==> config.mk <==
export PLATFORM = sky130hd
export DESIGN_NAME = mc_ctrl
export DESIGN_NICKNAME = d
export VERILOG_FILES = /design/src/rtl/mc_ctrl.sv
export SDC_FILE = /design/constraint.sdc
export NUM_CORES = 1
export LEC_CHECK = 0
export CORE_MARGIN = 3
export CORE_UTILIZATION = 36
export DETAILED_ROUTE_END_ITERATION = 6
export PLACE_DENSITY = 0.67
export SLEW_MARGIN = 15
export SYNTH_ARGS = -nofsm -noshare
export SYNTH_HDL_FRONTEND = slang
export SYNTH_SLANG_ARGS = --single-unit
==> constraint.sdc <==
create_clock -name clk -period 4.58 [get_ports clk]
set_input_delay 0.916 -clock clk [delete_from_list [all_inputs] [get_ports clk]]
set_output_delay 0.916 -clock clk [all_outputs]
set_load 0.02 [all_outputs]
==> src/rtl/mc_ctrl.sv <==
// mc_ctrl: multi-cycle RV32I control unit (fetch/decode/exec/mem/wb) with sticky trap flags.
// Optional MC_MULDIV_EN: accepts R-type funct7=0000001 and sequences an external mul/div unit.
module mc_ctrl #(
  parameter int ALU_OP_W = 4,
  parameter int TO_W     = 8
) (
  input  logic                clk,
  input  logic                rst,
  input  logic [31:0]         imem_rdata,
  input  logic                imem_ready,
  input  logic                dmem_ready,
  input  logic                md_done,
  output logic                imem_req,
  output logic                ir_we,
  output logic                pc_we,
  output logic [2:0]          sext_op,
  output logic                alu_a_sel,
  output logic                alu_b_sel,
  output logic [ALU_OP_W-1:0] alu_op,
  output logic [1:0]          wd_sel,
  output logic                rf_we,
  output logic [1:0]          store_op,
  output logic [2:0]          load_op,
  output logic                dram_req,
  output logic                dram_we,
  output logic                branch,
  output logic [1:0]          npc_op,
  output logic                md_start,
  output logic [2:0]          md_op,
  output logic                illegal,
  output logic                timeout_err,
  output logic [2:0]          state
);

  typedef enum logic [2:0] {
    S_FETCH  = 3'd0,
    S_DECODE = 3'd1,
    S_EXEC   = 3'd2,
    S_MEM    = 3'd3,
    S_WB     = 3'd4,
    S_TRAP   = 3'd5,
    S_MULDIV = 3'd6
  } state_e;

  localparam logic [6:0] OPC_LUI    = 7'b0110111;
  localparam logic [6:0] OPC_AUIPC  = 7'b0010111;
  localparam logic [6:0] OPC_JAL    = 7'b1101111;
  localparam logic [6:0] OPC_JALR   = 7'b1100111;
  localparam logic [6:0] OPC_BRANCH = 7'b1100011;
  localparam logic [6:0] OPC_LOAD   = 7'b0000011;
  localparam logic [6:0] OPC_STORE  = 7'b0100011;
  localparam logic [6:0] OPC_IMM    = 7'b0010011;
  localparam logic [6:0] OPC_OP     = 7'b0110011;

  localparam logic [6:0] F7_BASE = 7'b0000000;
  localparam logic [6:0] F7_ALT  = 7'b0100000;
`ifdef MC_MULDIV_EN
  localparam logic [6:0] F7_MD   = 7'b0000001;
`endif

  localparam logic [3:0] ALU_ADD  = 4'b0000;
  localparam logic [3:0] ALU_SUB  = 4'b0001;
  localparam logic [3:0] ALU_AND  = 4'b0010;
  localparam logic [3:0] ALU_OR   = 4'b0011;
  localparam logic [3:0] ALU_XOR  = 4'b0100;
  localparam logic [3:0] ALU_SLL  = 4'b0101;
  localparam logic [3:0] ALU_SRL  = 4'b0110;
  localparam logic [3:0] ALU_SRA  = 4'b0111;
  localparam logic [3:0] ALU_SLT  = 4'b1000;
  localparam logic [3:0] ALU_SLTU = 4'b1001;
  localparam logic [3:0] ALU_BEQ  = 4'b1010;
  localparam logic [3:0] ALU_BNE  = 4'b1011;
  localparam logic [3:0] ALU_BGE  = 4'b1100;
  localparam logic [3:0] ALU_BGEU = 4'b1101;
  localparam logic [3:0] ALU_LUI  = 4'b1110;

  localparam logic [2:0] SX_I = 3'b000, SX_SHAMT = 3'b001, SX_S = 3'b010;
  localparam logic [2:0] SX_B = 3'b011, SX_U = 3'b100, SX_J = 3'b101;
  localparam logic [1:0] WD_ALU = 2'b00, WD_DRAM = 2'b01, WD_PC4 = 2'b10;
  localparam logic [1:0] NPC_PC4 = 2'b00, NPC_JALR = 2'b01, NPC_BR = 2'b10, NPC_JAL = 2'b11;

  // Terminal count: the MEM cycle in which the counter would reach 2^TO_W-1.
  localparam logic [TO_W-1:0] TO_LAST = {{(TO_W-1){1'b1}}, 1'b0};

  state_e          state_q, state_d;
  logic [31:0]     ir_q, ir_d;
  logic            illegal_q, illegal_d;
  logic            tmo_q, tmo_d;
  logic [TO_W-1:0] cnt_q, cnt_d;

  logic [6:0] opc, f7;
  logic [2:0] f3;
  logic       dec_ill, dec_load, dec_store, dec_branch, dec_md;
  logic [2:0] dec_sext, dec_lop;
  logic [3:0] dec_alu;
  logic [1:0] dec_wd, dec_npc, dec_sop;
  logic       dec_asel, dec_bsel;

  assign opc = ir_q[6:0];
  assign f3  = ir_q[14:12];
  assign f7  = ir_q[31:25];

  function automatic logic [3:0] alu_f3(input logic [2:0] fn3, input logic alt);
    logic [3:0] r;
    case (fn3)
      3'b000:  r = alt ? ALU_SUB : ALU_ADD;
      3'b001:  r = ALU_SLL;
      3'b010:  r = ALU_SLT;
      3'b011:  r = ALU_SLTU;
      3'b100:  r = ALU_XOR;
      3'b101:  r = alt ? ALU_SRA : ALU_SRL;
      3'b110:  r = ALU_OR;
      default: r = ALU_AND;
    endcase
    return r;
  endfunction

  // Decode is purely a function of IR, which only changes on a fetch, so the
  // fields are stable from DECODE through WB.
  always_comb begin
    dec_ill    = 1'b0;
    dec_load   = 1'b0;
    dec_store  = 1'b0;
    dec_branch = 1'b0;
    dec_md     = 1'b0;
    dec_sext   = SX_I;
    dec_alu    = ALU_ADD;
    dec_wd     = WD_ALU;
    dec_npc    = NPC_PC4;
    dec_lop    = 3'b000;
    dec_sop    = 2'b00;
    dec_asel   = 1'b0;
    dec_bsel   = 1'b0;
    case (opc)
      OPC_LUI: begin
        dec_sext = SX_U;
        dec_alu  = ALU_LUI;
        dec_bsel = 1'b1;
      end
      OPC_AUIPC: begin
        dec_sext = SX_U;
        dec_asel = 1'b1;
        dec_bsel = 1'b1;
      end
      OPC_JAL: begin
        dec_sext = SX_J;
        dec_wd   = WD_PC4;
        dec_npc  = NPC_JAL;
      end
      OPC_JALR: begin
        dec_bsel = 1'b1;
        dec_wd   = WD_PC4;
        dec_npc  = NPC_JALR;
        dec_ill  = (f3 != 3'b000);
      end
      OPC_BRANCH: begin
        dec_branch = 1'b1;
        dec_sext   = SX_B;
        dec_npc    = NPC_BR;
        case (f3)
          3'b000:  dec_alu = ALU_BEQ;
          3'b001:  dec_alu = ALU_BNE;
          3'b100:  dec_alu = ALU_SLT;
          3'b101:  dec_alu = ALU_BGE;
          3'b110:  dec_alu = ALU_SLTU;
          3'b111:  dec_alu = ALU_BGEU;
          default: dec_ill = 1'b1;
        endcase
      end
      OPC_LOAD: begin
        dec_load = 1'b1;
        dec_bsel = 1'b1;
        dec_wd   = WD_DRAM;
        case (f3)
          3'b000:  dec_lop = 3'b000;
          3'b100:  dec_lop = 3'b001;
          3'b001:  dec_lop = 3'b010;
          3'b101:  dec_lop = 3'b011;
          3'b010:  dec_lop = 3'b100;
          default: dec_ill = 1'b1;
        endcase
      end
      OPC_STORE: begin
        dec_store = 1'b1;
        dec_sext  = SX_S;
        dec_bsel  = 1'b1;
        case (f3)
          3'b000:  dec_sop = 2'b00;
          3'b001:  dec_sop = 2'b01;
          3'b010:  dec_sop = 2'b10;
          default: dec_ill = 1'b1;
        endcase
      end
      OPC_IMM: begin
        dec_bsel = 1'b1;
        dec_alu  = alu_f3(f3, 1'b0);
        // Only shift-immediates carry a funct7; elsewhere those bits are immediate.
        if (f3 == 3'b001) begin
          dec_sext = SX_SHAMT;
          dec_ill  = (f7 != F7_BASE);
        end else if (f3 == 3'b101) begin
          dec_sext = SX_SHAMT;
          dec_alu  = alu_f3(f3, f7 == F7_ALT);
          dec_ill  = (f7 != F7_BASE) && (f7 != F7_ALT);
        end
      end
      OPC_OP: begin
        if (f7 == F7_BASE)
          dec_alu = alu_f3(f3, 1'b0);
        else if ((f7 == F7_ALT) && ((f3 == 3'b000) || (f3 == 3'b101)))
          dec_alu = alu_f3(f3, 1'b1);
`ifdef MC_MULDIV_EN
        else if (f7 == F7_MD)
          dec_md = 1'b1;
`endif
        else
          dec_ill = 1'b1;
      end
      default: dec_ill = 1'b1;
    endcase
  end

  always_ff @(posedge clk) begin
    if (rst) begin
      state_q   <= S_FETCH;
      ir_q      <= 32'h0000_0013;
      illegal_q <= 1'b0;
      tmo_q     <= 1'b0;
      cnt_q     <= '0;
    end else begin
      state_q   <= state_d;
      ir_q      <= ir_d;
      illegal_q <= illegal_d;
      tmo_q     <= tmo_d;
      cnt_q     <= cnt_d;
    end
  end

`ifdef MC_MULDIV_EN
  logic md_start_q, md_start_d;
  always_ff @(posedge clk) begin
    if (rst) md_start_q <= 1'b0;
    else     md_start_q <= md_start_d;
  end
  assign md_start = md_start_q;
  assign md_op    = f3;
`else
  logic md_unused;
  assign md_unused = md_done;
  assign md_start  = 1'b0;
  assign md_op     = 3'b000;
`endif

  always_comb begin
    state_d   = state_q;
    ir_d      = ir_q;
    illegal_d = illegal_q;
    tmo_d     = tmo_q;
    cnt_d     = cnt_q;
`ifdef MC_MULDIV_EN
    md_start_d = 1'b0;
`endif
    imem_req  = 1'b0;
    ir_we     = 1'b0;
    pc_we     = 1'b0;
    rf_we     = 1'b0;
    dram_req  = 1'b0;
    dram_we   = 1'b0;
    case (state_q)
      S_FETCH: begin
        imem_req = 1'b1;
        if (imem_ready) begin
          ir_we   = 1'b1;
          ir_d    = imem_rdata;
          state_d = S_DECODE;
        end
      end
      S_DECODE: begin
        if (dec_ill) begin
          illegal_d = 1'b1;
          state_d   = S_TRAP;
        end else begin
          state_d = S_EXEC;
        end
      end
      S_EXEC: begin
        if (dec_load || dec_store) begin
          cnt_d   = '0;
          state_d = S_MEM;
        end else if (dec_branch) begin
          pc_we   = 1'b1;
          state_d = S_FETCH;
`ifdef MC_MULDIV_EN
        end else if (dec_md) begin
          md_start_d = 1'b1;
          state_d    = S_MULDIV;
`endif
        end else begin
          state_d = S_WB;
        end
      end
      S_MEM: begin
        dram_req = 1'b1;
        dram_we  = dec_store;
        // A response on the terminal cycle still wins over the timeout.
        if (dmem_ready) begin
          if (dec_store) begin
            pc_we   = 1'b1;
            state_d = S_FETCH;
          end else begin
            state_d = S_WB;
          end
        end else if (cnt_q == TO_LAST) begin
          tmo_d   = 1'b1;
          state_d = S_TRAP;
        end else begin
          cnt_d = cnt_q + 1'b1;
        end
      end
      S_WB: begin
        rf_we   = 1'b1;
        pc_we   = 1'b1;
        state_d = S_FETCH;
      end
      S_TRAP: state_d = S_TRAP;
`ifdef MC_MULDIV_EN
      S_MULDIV: if (md_done) state_d = S_WB;
`endif
      default: state_d = S_FETCH;
    endcase
  end

  logic ir_unused;
  assign ir_unused = ^{ir_q[24:15], ir_q[11:7], dec_md};

  assign state       = state_q;
  assign illegal     = illegal_q;
  assign timeout_err = tmo_q;
  assign sext_op     = dec_sext;
  assign alu_a_sel   = dec_asel;
  assign alu_b_sel   = dec_bsel;
  assign alu_op      = ALU_OP_W'(dec_alu);
  assign wd_sel      = dec_wd;
  assign store_op    = dec_sop;
  assign load_op     = dec_lop;
  assign branch      = dec_branch;
  assign npc_op      = dec_npc;

endmodule
==> flow_summary_export.csv, run 1 <==
group,metric,value,unit
synthesis,seq_area_frac_synth,31.7,%
worst_setup_path,crit_fanout,3,
power,max-vdd-ir-drop,0.141,mV
grt,grt_overflow,0,
worst_setup_path,critPathSlowestCell,"clkdlybuf4s50_1",
grt,grt_use_met2,24.1,%
final_layout,final_util,50.5,%
synthesis,synth_top_cell_by_area,"dfxtp_1",
synthesis,synth_ff_type,"dfxtp_1",
worst_setup_path,slowest_delay,0.66,ns
routing,route.detailed.vias_per_inst,5.05,
sta,clock_skew,0.00407,ns
synthesis,yosysMostFrequentCell,"nand2_1",
sta,hold_viol,0,
placed_design,portBuffers,50,
placed_design,place_worst_setup_slack,1.09,ns
synthesis,netlist_instances,258,
routing,drt_iter0_drc,89,
sta,maxClockFrequency,0.285,GHz
final_layout,area_delta_synth_final,30.8,%
grt,grt_max_degree,26,
power,power_density,383,nW/um^2
sta,relSlewSlack,41.0,%
sta,slew_violations,0,
power,p_leak,0.896,nW
final_layout,num-nets-final,338,
run_status,status,"completed",
worst_setup_path,required,3.66,ns
worst_hold_path,worstHoldPathType,"register to register",
clock_network,cts.sinks,30,
clock_network,cts_resized,0,
clock_network,postCtsSetupBuffers,0,
clock_network,root_buffer,"clkbuf_8",
placed_design,dpl-instance-area,2390,um^2
synthesis,yosysUniqueCellTypes,53,
routing,wl,4540,um
grt,grt_usage,15.2,%
final_layout,drive_gt1_share,5.67,%
clock_network,insertion_delay,0.28,ns
sta,setup_viol,0,
die,start_util,38.6,%
synthesis,yosysTopAreaCellShare,31.7,%
synthesis,syn_area,1890,um^2
synthesis,yosys_warnings,0,
worst_setup_path,critical_path.endpoint_type,"output pin",
die,rows,25,
grt,busiest_layer,"met2",
die,io_pins,71,
die,die-width,78.5,um
final_layout,regArea,601,um^2
sta,setup-tns-final,0,ns
synthesis,ys_seq_elements,30,
grt,antenna_found_initial,0,
final_layout,multi_input_area,1150,um^2
clock_network,cts_tree,"built",
grt,grt_pass1_wl,7730,um
grt,grtUsageMet3,2.29,%
routing,firstDrtPassIters,4,
worst_setup_path,crit_type,"register to output pin",
worst_setup_path,critical_path.top_delay_family,"simple AND/OR/NAND/NOR gates",
flow_run,cap_viol_max_count,0,
clock_network,cts_hold_buf,0,
die,die_area,6170,um^2
die,core_region_area,4910,um^2
clock_network,clk_pin_slew,0.06,ns
clock_network,clockBufferDepth,2,
sta,rsz0062_at_grt,"no",
die,die_y,78.5,um
synthesis,synth-edff-count,0,
sta,fin_crit,3.50,ns
final_layout,n_fill_cell,498,
sta,timing.final.crit_share,76.5,%
clock_network,cts_buffers,5,
routing,route.detailed.wl_per_inst,12.4,um
synthesis,synth_common_cells,"47 x nand2_1, 30 x dfxtp_1, 28 x nor2_1",
synthesis,syn_avg_cell_area,7.34,um^2
worst_setup_path,crit_buf_inv,1,
routing,drt_drc_violations_left,0,
worst_setup_path,crit_path_start_kind,"register",
routing,ant_nets,0,
synthesis,synth_area_leaders,"dfxtp_1 32%, nand2_1 9.3%, a21oi_1 7.1%",
final_layout,n_antenna_cell,0,
final_layout,design_area,2480,um^2
synthesis,async_flop_share,0,%
routing,vias,1855,
grt,grt_pass1_vias,1665,
sta,worstMarginPinSlew,0.882,ns
worst_setup_path,crit_chain,"or4_4, or3_1, o21a_1, o311ai_1, clkdlybuf4s50_1",
sta,setup_ws,1.08,ns
worst_setup_path,arrival,2.59,ns
placed_design,gp_congestion,0.807,
grt,met1_usage,20.3,%
clock_network,h-tree-depth,2,
placed_design,dp_hpwl,3350,um
==> tightest hold or removal path, cell delays in order, from the launching register on <==
cell and delay, ns:
dfxtp_1 0.31, nand2_1 0.05, a21oi_1 0.05
==> placed cells by master (no fill, tap or decap), drive strengths merged, types with 2 or more instances in the layout <==
cell type,count
a211o,2
a211oi,3
a21oi,27
and2,2
and4bb,2
clkbuf,7
clkdlybuf4s50,50
clkinv,2
conb,4
dfxtp,30
ha,2
inv,11
nand2,47
nand2b,7
nand3,8
nand3b,4
nand4,3
nor2,28
nor2b,3
nor3,4
nor3b,3
nor4,6
o211ai,4
o21a,3
o21ai,7
o311ai,3
or3,2
or4,2
xnor2,6
==> cells by family (layout without fill, tap and decap cells) <==
group	Yosys count	count (layout)	share of synthesized area [%]
xor+xnor	7	7	3.24
flops	30	30	31.7
fa+ha+maj	2	2	1.32
compound gates	60	60	21.3
buf+inv	32	71	8.19
simple gates	125	125	33.6
mux	1	1	0.528
other cells	1	4	0.198
==> final timing paths <==
check / slack [ns] / cells past startpoint / endpoint / from
max: 1.08 / 5 / alu_op[3] / ir_q[25]$_SDFFE_PP0P_
min: 0.46 / 2 / ir_q[27]$_SDFFE_PP0P_ / ir_q[27]$_SDFFE_PP0P_
max reg2reg: 2.61 / 5 / state[1]$_SDFFE_PP0P_ / ir_q[12]$_SDFFE_PP0P_
min reg2reg: 0.46 / 2 / ir_q[27]$_SDFFE_PP0P_ / ir_q[27]$_SDFFE_PP0P_
==> per-layer routing <==
metal  vias to the layer above  share of wire, %
li1                        979                 -
met1                       818                49
met2                        53                45
met3                         5               4.0
met4                         0               1.3
met5                         -                 0
==> state kept, by name, indices dropped and copies added, names as in the netlist <==
| signal | flops |
|---|---|
| ir_q | 17 |
| cnt_q | 8 |
| state | 3 |
| illegal | 1 |
| timeout_err | 1 |
==> power by group <==
group	leakage, nW	switching [mW]	internal, mW
registers	0.245	0.0673	0.294
logic	0.603	0.206	0.165
clock network	0.0482	0.0963	0.121
total	0.896	0.370	0.580
==> final cells by class <==
class	instances	area share, %
well taps	67	3.38
clock inverters	1	0.202
inverters	12	1.82
repair buffers	51	20.5
clock buffers	7	3.48
multi-input cells	199	46.4
flip-flops and latches	30	24.2
==> through the flow <==
stage | total power [mW] | cells | hold WS (ns)
after detailed placement | 0.739 | 359 | 0.454
after floorplan | 0.614 | 261 | 0.436
after global routing | 1.02 | 367 | 0.482
after global placement | 0.734 | 359 | 0.445
after CTS | 0.960 | 367 | 0.463
final | 0.950 | 367 | 0.463
Note: power is estimated with default switching activity, not from simulation.
==> inputs of run 2 (changes only) <==
PLACE_DENSITY = 0.7   (was 0.67)
clock period = 3.1 ns   (was 4.58 ns; I/O delays follow)
==> run 2 against run 1 <==
  * Clock power grew 48%
  * Wire length up 5.6%
  * Sequential power is 38% higher
  * Combinational power grew 65%
  * Count of clock-buffer cells in the layout is the same
  * Die area is the same
  * Non-clock buffer count grew 9
  * Highest routed layer unchanged
  * Worst setup slack got worse by 0.89 ns
  * Sequential share of layout area down 0.60 points
  * Hold slack hardly changed
  * First-iteration DRC count grew 40%
==> flow_summary_export.csv, run 2 (same netlist as run 1, synthesis figures left out) <==
group,metric,value,unit
power,combPwrFrac,42.7,%
power,p_leak,0.960,nW
sta,hold_viol,0,
final_layout,n_antenna_cell,0,
routing,drt_drc_violations_left,0,
clock_network,clk_pin_slew,0.06,ns
final_layout,top_register,"ir_q",
sta,relSlewSlack,49.3,%
worst_setup_path,r2r_end,"state[2]$_SDFFE_PP0P_",
sta,setup-tns-final,0,ns
placed_design,gp_congestion,0.824,
sta,worstMarginPinSlew,0.756,ns
die,rows,25,
clock_network,h-tree-depth,2,
clock_network,cts_tree,"built",
grt,grt_pass1_wl,8110,um
worst_setup_path,rr_startpoint,"ir_q[25]$_SDFFE_PP0P_",
final_layout,area_delta_synth_final,34.1,%
final_layout,layout_commonest_cell,"nand2_1",
placed_design,place_worst_setup_slack,0.185,ns
worst_setup_path,required,2.48,ns
grt,grt_pass1_vias,1747,
routing,ant_nets,0,
final_layout,num-nets-final,347,
worst_setup_path,crit_type,"register to output pin",
routing,route.detailed.vias_per_inst,5.14,
worst_setup_path,reg2reg_depth,5,
power,switching_share,38.8,%
worst_hold_path,whs_endpoint,"ir_q[27]$_SDFFE_PP0P_",
sta,fin_crit,2.92,ns
placed_design,dp_hpwl,3580,um
worst_hold_path,worstHoldPathType,"register to register",
worst_hold_path,hold_start,"ir_q[27]$_SDFFE_PP0P_",
sta,setup_viol,0,
grt,antenna_found_initial,0,
sta,clock_skew,0.00419,ns
placed_design,portBuffers,50,
clock_network,root_buffer,"clkbuf_8",
clock_network,postCtsSetupBuffers,0,
power,share_clk_of_total_power,22.5,%
final_layout,design_area,2540,um^2
die,die_y,78.5,um
clock_network,cts_hold_buf,0,
grt,grt_overflow,0,
die,core_region_area,4910,um^2
clock_network,clockBufferDepth,2,
clock_network,cts_buffers,5,
clock_network,cts.sinks,30,
power,seq_power_share,34.8,%
worst_setup_path,crit_fanout,3,
routing,vias,1932,
flow_run,cap_viol_max_count,0,
sta,timing.final.crit_share,94.1,%
sta,rsz0062_at_grt,"no",
worst_setup_path,r2r_setup_slack,1.20,ns
die,die-width,78.5,um
grt,grt_max_degree,26,
routing,drt_iter0_drc,125,
power,total_power,1.43,mW
sta,hold-worst-slack,0.463,ns
final_layout,drive_gt1_share,8.41,%
sta,slew_violations,0,
routing,route.detailed.wl_per_inst,12.7,um
run_status,status,"completed",
grt,grt_usage,16.1,%
final_layout,n_fill_cell,502,
power,p_sw,556,uW
worst_setup_path,critical_path.endpoint_type,"output pin",
clock_network,insertion_delay,0.28,ns
die,io_pins,71,
die,start_util,38.6,%
routing,wl,4790,um
sta,maxClockFrequency,0.343,GHz
routing,firstDrtPassIters,4,
worst_setup_path,arrival,2.30,ns
worst_hold_path,whs_path_depth,2,
worst_setup_path,crit_path_start_kind,"register",
sta,setup_ws,0.183,ns
power,max-vdd-ir-drop,0.269,mV
placed_design,dpl-instance-area,2450,um^2
clock_network,cts_resized,4,
power,power_density,563,nW/um^2
power,p_int,875,uW
final_layout,layout_common_cells,"47 x nand2_1, 46 x clkdlybuf4s50_1, 30 x dfxtp_1",
final_layout,largest_reg_flops,17,
die,die_area,6170,um^2
==> run 2: cell types whose count changed in the layout (fill, tap and decap cells not counted), sizes merged <==
| cell | change |
|---|---|
| buf | +9 |
| clkdlybuf4s50 | -4 |
| dlygate4sd2 | +4 |
==> run 2: critical path, stage by stage (launching register included) <==
cell           delay, ns
dfxtp_1             0.31
or4_4               0.55
o31a_1              0.26
nor3b_2             0.27
o211ai_1            0.13
o311ai_0            0.11
dlygate4sd2_1       0.39
==> run 2: routing by layer <==
layer | global-route usage, % | up-vias | part of all wire, %
met1 | 21.2 | 875 | 48
met5 | 0 | - | 0
met3 | 3.10 | 8 | 4.7
li1 | - | 997 | -
met4 | 6.29 | 0 | 1.8
met2 | 25.6 | 52 | 45
==> run 2: area by class of cell <==
class	count	area [um^2]	share of cell area, %
Clock buffer	7	86.3	3.40
Multi-Input combinational cell	199	1150	45.2
Inverter	12	45.0	1.77
Timing Repair Buffer	60	571	22.5
Tap cell	67	83.8	3.30
Clock inverter	1	5.00	0.197
Sequential cell	30	601	23.6
==> run 2: how the worst max path moves through the flow <==
stage,startpoint,end,slack [ns],cells after the start
after floorplan,ir_q[25]$_SDFFE_PP0P_,alu_op[3],0.57,4
after global placement,ir_q[25]$_SDFFE_PP0P_,alu_op[3],0.22,5
after detailed placement,ir_q[25]$_SDFFE_PP0P_,alu_op[1],0.19,6
after CTS,ir_q[25]$_SDFFE_PP0P_,alu_op[1],0.17,6
after global routing,ir_q[25]$_SDFFE_PP0P_,alu_op[2],0.05,6
final,ir_q[25]$_SDFFE_PP0P_,alu_op[1],0.18,6
==> run 2: power groups by stage <==
stage	clock (mW)	combinational, mW	sequential (mW)
finish	0.322	0.611	0.499
global route	0.344	0.677	0.508
detailed placement	0	0.616	0.507
floorplan	0	0.420	0.487
CTS	0.328	0.614	0.498
global placement	0	0.608	0.504
==> run 2: stage by stage <==
| stage | std cells | util [%] |
|---|---|---|
| CTS | 376 | 51.7 |
| finish | 376 | 51.7 |
| global placement | 368 | 50.0 |
| floorplan | 261 | - |
| global route | 376 | 51.7 |
| detailed placement | 368 | 50.0 |
==> inputs of run 3 (changes only) <==
RECOVER_POWER = 50   (was default)
==> run 3 against run 2 <==
  * Fmax is 0.11% lower
  * Via count is 1.2% lower
  * Register-to-register slack worse by 0.34 ns
  * Flip-flop and latch count stayed put
  * Largest power group unchanged
==> flow_summary_export.csv, run 3 (same netlist as run 1, synthesis figures left out) <==
group,metric,value,unit
clock_network,postCtsSetupBuffers,0,
worst_setup_path,crit_type,"register to output pin",
final_layout,num-nets-final,347,
die,start_util,38.6,%
run_status,status,"completed",
worst_setup_path,r2r_setup_slack,0.86,ns
worst_setup_path,crit_path_start_kind,"register",
die,die-width,78.5,um
grt,grt_pass1_vias,1747,
sta,setup-tns-final,0,ns
final_layout,final_util,51.4,%
sta,worstMarginPinSlew,1.19,ns
worst_setup_path,critPathLaunch,"ir_q[25]$_SDFFE_PP0P_",
clock_network,cts.sinks,30,
grt,grt_pass1_wl,8110,um
final_layout,top_register,"ir_q",
placed_design,portBuffers,50,
clock_network,cts_tree,"built",
routing,route.detailed.wl_per_inst,12.8,um
routing,drt_drc_violations_left,0,
sta,setup_viol,0,
power,total_power,1.42,mW
grt,grt_overflow,0,
grt,grt_usage,16.1,%
worst_setup_path,r2r_end,"cnt_q[5]$_SDFFE_PP0P_",
routing,wl,4800,um
clock_network,h-tree-depth,2,
die,die_y,78.5,um
sta,hold_viol,0,
routing,drt_iter0_drc,120,
placed_design,gp_congestion,0.824,
final_layout,design_area,2530,um^2
die,rows,25,
clock_network,cts_buffers,5,
sta,rsz0062_at_grt,"no",
power,max-vdd-ir-drop,0.263,mV
routing,route.detailed.vias_per_inst,5.07,
placed_design,dp_hpwl,3580,um
worst_setup_path,crit_fanout,3,
worst_setup_path,rr_startpoint,"cnt_q[1]$_SDFFE_PP0P_",
placed_design,dpl-instance-area,2450,um^2
final_layout,area_delta_synth_final,33.4,%
worst_setup_path,arrival,2.30,ns
die,io_pins,71,
die,die_area,6170,um^2
sta,fin_crit,2.92,ns
clock_network,insertion_delay,0.28,ns
routing,firstDrtPassIters,4,
final_layout,drive_gt1_share,7.44,%
clock_network,root_buffer,"clkbuf_8",
clock_network,clk_pin_slew,0.06,ns
sta,slew_violations,0,
final_layout,largest_reg_flops,17,
grt,antenna_found_initial,0,
sta,timing.final.crit_share,94.2,%
final_layout,layout_common_cells,"47 x nand2_1, 40 x clkdlybuf4s50_1, 30 x dfxtp_1",
die,core_region_area,4910,um^2
sta,maxClockFrequency,0.342,GHz
sta,relSlewSlack,20.0,%
final_layout,n_antenna_cell,0,
final_layout,layout_commonest_cell,"nand2_1",
worst_setup_path,endpoint,"alu_op[1]",
routing,vias,1908,
power,power_density,561,nW/um^2
sta,clock_skew,0.00363,ns
worst_hold_path,worstHoldPathType,"register to register",
grt,grt_max_degree,26,
worst_setup_path,required,2.48,ns
routing,ant_nets,0,
clock_network,clockBufferDepth,2,
worst_setup_path,critical_path.endpoint_type,"output pin",
flow_run,cap_viol_max_count,0,
worst_setup_path,reg2reg_depth,6,
power,p_leak,0.963,nW
-- run 3: cell count changes in the layout (fill, tap and decap cells not counted) --
cell,before,now
buf_4,10,8
o41ai_2,1,0
o21ai_1,1,0
clkdlybuf4s50_1,46,40
and2_1,2,1
o41ai_1,0,1
and2_0,0,1
dlygate4sd3_1,0,6
clkbuf_1,1,3
o21ai_0,6,7
-- run 3: routing by layer --
metal	track usage (%)	wire, um	vias to the layer above
met4	6.29	84	0
met2	25.6	2190	51
met1	21.2	2300	854
met5	0	0	-
li1	-	-	996
met3	3.10	222	7
-- run 3: stage by stage --
step,instances,hold slack [ns],setup slack (ns)
after floorplan,261,0.436,0.574
after global placement,368,0.444,0.220
after detailed placement,368,0.454,0.185
after CTS,376,0.463,0.174
after global routing,376,0.472,0.0430
final,376,0.463,0.180
-- run 3: area by class of cell --
cell class / instances / area (um^2)
multi-input combinational: 199 / 1140
clock inverter: 1 / 5.00
clock buffer: 7 / 86.3
fill: 503 / 2380
tap: 67 / 83.8
sequential: 30 / 601
timing repair buffer: 60 / 563
inverter: 12 / 45.0
-- run 3: how the worst min path moves through the flow --
stage | start | to | slack [ns] | depth (start not counted)
after floorplan | ir_q[28]$_SDFFE_PP0P_ | ir_q[28]$_SDFFE_PP0P_ | 0.44 | 2
after global placement | ir_q[27]$_SDFFE_PP0P_ | ir_q[27]$_SDFFE_PP0P_ | 0.44 | 2
after detailed placement | ir_q[27]$_SDFFE_PP0P_ | ir_q[27]$_SDFFE_PP0P_ | 0.45 | 2
after CTS | ir_q[27]$_SDFFE_PP0P_ | ir_q[27]$_SDFFE_PP0P_ | 0.46 | 2
after global routing | ir_q[26]$_SDFFE_PP0P_ | ir_q[26]$_SDFFE_PP0P_ | 0.47 | 2
final | ir_q[27]$_SDFFE_PP0P_ | ir_q[27]$_SDFFE_PP0P_ | 0.46 | 2
-- run 3: worst max-delay path, cell delays in order, from the launching register on --
cell,delay (ns)
dfxtp_1,0.31
or4_4,0.55
o31a_1,0.26
nor3b_2,0.27
o211ai_1,0.13
o311ai_0,0.11
dlygate4sd2_1,0.39
-- run 3: repair_timing --
item	CTS	global route
hold buffers	0	0
endpoints found under the hold margin	0	0
resized for setup	4	0
setup endpoints to repair	4	0
-- run 3: power by group --
| group | switching (mW) | internal (mW) | leakage [nW] |
|---|---|---|---|
| registers | 0.0631 | 0.435 | 0.245 |
| logic | 0.347 | 0.251 | 0.670 |
| clock network | 0.143 | 0.179 | 0.0482 |
